`src/rtl/noise_ctrl.sv`:
```
`default_nettype none
// +--------------------------------------------------------------------------+
// | noise_ctrl: noise-channel register file (NR41..NR44), frame sequencer     |
// | and length/envelope tick generation. Option: NOISE_CTRL_READBACK_EN.     |
// | Revision: 1.0                                                            |
// +--------------------------------------------------------------------------+
module noise_ctrl #(
  parameter int DIV = 8192
) (
  input  logic       clk,
  input  logic       rst_n,
  input  logic       power_en,
  input  logic       wr_en,
  input  logic [1:0] wr_addr,
  input  logic [7:0] wr_data,
  input  logic       rd_en,
  input  logic [1:0] rd_addr,
  output logic [7:0] rd_data,
  output logic [5:0] len_load,
  output logic [3:0] start_vol,
  output logic       env_add,
  output logic [2:0] env_period,
  output logic [3:0] clk_shift,
  output logic       width_mode,
  output logic [2:0] divisor,
  output logic       len_enable,
  output logic       trigger,
  output logic       len_tick,
  output logic       env_tick
);

  localparam logic [15:0] c_last    = 16'(DIV - 1);
  localparam logic [1:0]  c_addr_41 = 2'd0;
  localparam logic [1:0]  c_addr_42 = 2'd1;
  localparam logic [1:0]  c_addr_43 = 2'd2;
  localparam logic [1:0]  c_addr_44 = 2'd3;

  logic [15:0] r_presc;
  logic [2:0]  r_step;
  logic        r_armed;
  logic        r_len_tick;
  logic        r_env_tick;
  logic [5:0]  r_nr41;
  logic [7:0]  r_nr42;
  logic [7:0]  r_nr43;
  logic        r_len_en;
  logic        r_trigger;
  logic [7:0]  r_rd_data;

  logic        w_strobe;
  logic [2:0]  w_step_nxt;
  logic        w_trig_wr;

  assign w_strobe   = (r_presc == c_last);
  assign w_step_nxt = r_step + 3'd1;
  assign w_trig_wr  = wr_en && (wr_addr == c_addr_44) && wr_data[7];

  // Frame sequencer. Length ticks stay suppressed until the step counter has
  // wrapped to 0 once after power-up, so the first one lands 8 steps in.
  always_ff @(posedge clk or negedge rst_n) begin
    if (!rst_n) begin
      r_presc    <= '0;
      r_step     <= '0;
      r_armed    <= 1'b0;
      r_len_tick <= 1'b0;
      r_env_tick <= 1'b0;
    end else if (!power_en) begin
      r_presc    <= '0;
      r_step     <= '0;
      r_armed    <= 1'b0;
      r_len_tick <= 1'b0;
      r_env_tick <= 1'b0;
    end else begin
      r_presc <= w_strobe ? 16'd0 : r_presc + 16'd1;
      if (w_strobe) begin
        r_step <= w_step_nxt;
      end
      if (w_strobe && (w_step_nxt == 3'd0)) begin
        r_armed <= 1'b1;
      end
      r_len_tick <= w_strobe && !w_step_nxt[0] && (r_armed || (w_step_nxt == 3'd0));
      r_env_tick <= w_strobe && (w_step_nxt == 3'd7);
    end
  end

  always_ff @(posedge clk or negedge rst_n) begin
    if (!rst_n) begin
      r_nr41    <= '0;
      r_nr42    <= '0;
      r_nr43    <= '0;
      r_len_en  <= 1'b0;
      r_trigger <= 1'b0;
    end else if (!power_en) begin
      r_nr41    <= '0;
      r_nr42    <= '0;
      r_nr43    <= '0;
      r_len_en  <= 1'b0;
      r_trigger <= 1'b0;
    end else begin
      r_trigger <= w_trig_wr;
      if (wr_en) begin
        case (wr_addr)
          c_addr_41: r_nr41   <= wr_data[5:0];
          c_addr_42: r_nr42   <= wr_data;
          c_addr_43: r_nr43   <= wr_data;
          default:   r_len_en <= wr_data[6];
        endcase
      end
    end
  end

`ifdef NOISE_CTRL_READBACK_EN
  logic [7:0] w_rd_val;

  // Unimplemented bits read back as 1.
  always_comb begin
    w_rd_val = 8'hFF;
    case (rd_addr)
      c_addr_41: w_rd_val = {2'b00, r_nr41} | 8'hFF;
      c_addr_42: w_rd_val = r_nr42;
      c_addr_43: w_rd_val = r_nr43;
      default:   w_rd_val = {1'b0, r_len_en, 6'b000000} | 8'hBF;
    endcase
  end

  always_ff @(posedge clk or negedge rst_n) begin
    if (!rst_n) begin
      r_rd_data <= '0;
    end else if (!power_en) begin
      r_rd_data <= '0;
    end else if (rd_en) begin
      r_rd_data <= w_rd_val;
    end
  end
`else
  logic w_unused_rd;
  assign w_unused_rd = ^{rd_en, rd_addr};

  always_ff @(posedge clk or negedge rst_n) begin
    if (!rst_n) begin
      r_rd_data <= '0;
    end else begin
      r_rd_data <= 8'hFF;
    end
  end
`endif

  assign rd_data    = r_rd_data;
  assign len_load   = r_nr41;
  assign start_vol  = r_nr42[7:4];
  assign env_add    = r_nr42[3];
  assign env_period = r_nr42[2:0];
  assign clk_shift  = r_nr43[7:4];
  assign width_mode = r_nr43[3];
  assign divisor    = r_nr43[2:0];
  assign len_enable = r_len_en;
  assign trigger    = r_trigger;
  assign len_tick   = r_len_tick;
  assign env_tick   = r_env_tick;

endmodule
`default_nettype wire

```
`config.mk`:
```
export PLATFORM = sky130hd
export DESIGN_NAME = noise_ctrl
export DESIGN_NICKNAME = d
export VERILOG_FILES = /design/src/rtl/noise_ctrl.sv
export SDC_FILE = /design/constraint.sdc
export NUM_CORES = 1
export LEC_CHECK = 0
export CORE_MARGIN = 3
export CORE_UTILIZATION = 50
export DETAILED_ROUTE_END_ITERATION = 8
export PLACE_DENSITY = 0.8
export RECOVER_POWER = 100
export SETUP_SLACK_MARGIN = 0.5
export SLEW_MARGIN = 0
export SYNTH_ARGS = -nofsm -noshare
export SYNTH_HDL_FRONTEND = slang
export SYNTH_SLANG_ARGS = --single-unit
```
`constraint.sdc`:
```
create_clock -name clk -period 2.4 [get_ports clk]
set_clock_uncertainty 0.05 [all_clocks]
set_input_delay 0.72 -clock clk [delete_from_list [all_inputs] [get_ports clk]]
set_output_delay 0.72 -clock clk [all_outputs]
set_load 0.01 [all_outputs]
```
After elaboration in Yosys (flattened, before gate mapping) --
Cells that the tools add are included.
Word-level totals: bits in registers 47, input port bits 17, output and inout bits 34, logic and storage cells 61
Cells by class: add/subtract/negate cells 2, equality and inequality tests 12, muxes and demuxes 21, reduce and logical (&&, ||, !) cells 15
Operators by type and width (number):
- $mux W8 | 6
- $mux W16 | 2
- $mux W6 | 3
- $add A16 B1 Y16 const B | 1
- $eq A16 B13 Y1 const B | 1
- $ne A2 B1 Y1 const B | 6
- $mux W1 | 8
- $reduce_and A2 Y1 | 4
- $logic_and A1 B1 Y1 | 6
- $mux W3 | 2
- $eq A2 B2 Y1 const B | 2
- $add A3 B1 Y3 const B | 1
- $eq A3 B3 Y1 const B | 1
- $logic_not A3 Y1 | 1
- $reduce_or A3 Y1 | 1
- $eq A2 B1 Y1 const B | 1
- $logic_not A2 Y1 | 1
- $ne A2 B2 Y1 const B | 1
- $logic_not A1 Y1 | 1
- $logic_or A1 B1 Y1 | 1

Longest topological paths before layout --
depth in word-level cells 5, mapped depth 6, mapped depth without buffers 5

Worst setup path after synthesis --
Ideal clock, no wire load.
kind register -> register, from register r_presc[0], to register r_presc[8], setup time 119 ps, data arrival time 1697 ps, required time 2231 ps, slack 534 ps, stages on the path, launching flop included 7, buffers on the path 1, clock period less this slack 1866 ps, path through dfrtp_1 > ha_1 > nand3_1 > or4_4 > o21ai_4 > buf_8 > nor2_2
Between the ends: longest elaborated chain between the ends 3, elaborated cells between the ends (all ways) 4, classes of those cells add/sub (1); eq/ne (1); mux (2)
RTL lines:
- from (decl) | line 38 | logic [15:0] r_presc;
- from (signal assigned) | line 74 | r_presc <= w_strobe ? 16'd0 : r_presc + 16'd1;
- $add A16 B1 Y16 / $eq A16 B13 Y1 (equally long branches) | line 74, 54
- $mux W16 * | line 74
- $mux W16 * | line 67 | end else if (!power_en) begin
Mark *: on every way between the ends. The rest lies on a longest branch, timed or not. A chain may end at the register's enable or synchronous reset.

Final worst setup path --
from register r_presc[0], to register r_presc[7]
The elaborated chain is that of the path after synthesis.

==> metrics.csv <==
metric,value,unit
FF-to-FF path depth,6,
drt wl/cell,13.9,um
clock network power share,0.321,
remaining antenna violation count,0,
worst setup path end,r_presc[7],
critical path startpoint,r_presc[0],
CTS Buf Count,5,
Initial Util,0.538,
placer congestion estimate,0.746,
sequential power share,0.575,
"count leader, synth",dfrtp_1,
worst skew pair latency,300,ps
placed instance area,0.00273,sq mm
CTS tree,done,
clock sinks,47,
global-route wire length before repair,6.91,mm
area delta synth->final,22.9,%
Post-synth EDFFs,0,
Rows,23,
total die area,0.00530,sq mm
outcome,"complete, no violations",
Synth area leader,dfrtp_1,
Post-synth ARST share,1.00,
Worst Max-Slew Pin Slew,1450,ps
DR pass1 iterations,4,
H-Tree Depth,2,
endpoint of the worst register-to-register path,r_presc[7],
CTS max path bufs,2,
Post-Syn Area,0.00223,sq mm
Seq cells post-synth,47,
Via Count,1480,
drt drc,0,
fin nets,264,
CP Max Fanout,12,
Vias/cell,5.03,
core area,0.00414,sq mm
Final Critical Period,1940,ps
CTS root buffer,clkbuf_8,
period utilisation layout,0.808,
Synthesis Warnings,0,
Leak,1.40,nW
crit end category,flip-flop,
WP data required,2540,ps
Synth area leaders,"dfrtp_1, mux2i_1, nor2b_1, xnor2_1, nor2_2",
Peak VDD IR,0.289,mV
PD cells,520,mW/mm^2
post-synth cell types,30,
CP Launch Type,flip-flop,
"Reg clk slew, reported paths",80,ps
Port Buf Inserts,47,
Antenna Cells,0,
Synth Instances,195,
grt total ovfl,0,
Slew headroom,0.0343,
hold crit path type,flip-flop to flip-flop,
arrival time at the worst endpoint,2080,ps
Final Hold Vio Count,0,
Setup CP Type,flip-flop to flip-flop,
maxcap violations,0,
vias in the first global route,1456,
register area share after synthesis,0.527,
Die H,72.8,um
internal power,1.09,mW
initial antenna violation count,0,
RSZ-0062 raised after global routing,false,
sw power,0.340,mW
GR Util All Layers,0.168,
Final HPWL DP,2.84,mm
Synth Net Count,216,
Initial DRC Count,61,
Post-Syn Area per Cell,11.4,sq um
Slew Limit Fails,0,
maximum clock rate,0.516,GHz
Gate power share,0.104,
Net Sw Frac,0.239,
synth cell count leaders,"dfrtp_1, mux2i_1, nor2b_1",
# setup viols final,0,
largest net degree at the start of global routing,29,
pre-CTS setup slack,254,ps
post-route cell area,0.00274,sq mm
Ports,51,
r2r startpoint,r_presc[0],
Setup WS post-layout,461,ps
flop-to-flop setup slack,460,ps
Most used DFF post-synth,dfrtp_1,
CTS Hold Buffers Added,0,
Yosys top cell area share,0.527,
Routed WL,4.09,mm
share of layout cells above drive strength 1,0.0820,
Sum Neg Setup Slack,0,ps
die width,72.8,um
worst hold slack,421,ps
"Core Util, Final",0.662,
-- sequential cells by signal (all words and copies together) (netlist names) --
name / count
len_tick: 1
r_step: 3
env_tick: 1
trigger: 1
r_presc: 16
len_load: 6
rd_data: 1
r_nr43: 8
r_nr42: 8
len_enable: 1
r_armed: 1
-- routing by layer --
layer / GRT usage / wire length (um) / vias to the layer above
met5: 0 / 0 / -
met4: 0.0492 / 45 / 0
met3: 0.0510 / 301 / 7
met2: 0.276 / 1840 / 42
met1: 0.217 / 1900 / 695
li1: - / - / 736
-- cell usage in the layout, fill, tap and decap left out, types with 2 or more instances in the layout --
cell type	n
nor2b_1	23
nand2b_1	2
nand3_1	7
and2_1	3
nand3b_1	2
xnor2_1	10
nor2_1	13
buf_4	5
ha_1	4
nand4_1	2
clkdlybuf4s50_1	11
nor2_2	2
dfrtp_1	47
clkbuf_8	5
nand2_1	13
xor2_1	3
clkbuf_1	5
mux2i_1	27
nor3_1	4
dlygate4sd2_1	34
nor4_1	4
inv_1	5
-- cells by family after synthesis --
group,after synthesis,synth area share
AND/OR/NAND/NOR,81,0.212
AO/OA/AOI/OAI,3,0.0157
buffers and inverters,19,0.0488
adder cells (fa/ha/maj),4,0.0224
flip-flops,47,0.527
other,1,0.00168
XOR/XNOR,13,0.0510
multiplexers,27,0.121
-- worst min-delay path by stage --
stage,start,end,slack [ps],depth (start not counted)
after global placement,r_presc[0],r_presc[0],410,1
after global routing,r_presc[0],r_presc[0],440,1
after CTS,rst_n,env_tick,380,1
after detailed placement,r_presc[0],r_presc[0],420,1
final,r_presc[0],r_presc[0],420,1
after floorplan,rst_n,env_tick,370,0
-- repair_timing --
item | CTS | global route
buffers inserted | 1 | 0
hold endpoints to repair | 0 | 0
endpoints found under the setup margin | 51 | 18
resized for setup | 37 | 1
pin swaps | 2 | 1
-- through the flow --
step | power (mW) | std cells
after floorplan | 0.912 | 195
after global placement | 1.00 | 285
after detailed placement | 1.00 | 285
after global routing | 1.49 | 294
final | 1.43 | 294
after CTS | 1.45 | 294
-- power by group through the flow --
stage / Sequential [mW] / Clock (mW) / Combinational (mW)
final: 0.820 / 0.458 / 0.148
after floorplan: 0.842 / 0 / 0.0700
after global placement: 0.836 / 0 / 0.165
after global routing: 0.822 / 0.503 / 0.164
after detailed placement: 0.837 / 0 / 0.167
after CTS: 0.821 / 0.471 / 0.159
-- cell type report --
| class | count | area, sq um |
|---|---|---|
| Tap cell | 50 | 62.6 |
| Inverter | 5 | 18.8 |
| Fill cell | 368 | 1400 |
| Timing Repair Buffer | 55 | 482 |
| Sequential cell | 47 | 1180 |
| Clock inverter | 1 | 5.00 |
| Clock buffer | 7 | 76.3 |
| Multi-Input combinational cell | 129 | 922 |
-- worst max-delay path, cell delays in order (launching register included) --
cell and delay (ps):
dfrtp_1 380, ha_1 240, nand3_1 180, or4_1 580, o21ai_4 200, buf_12 150
nor2_1 50
Power figures use the tool's default switching activity.
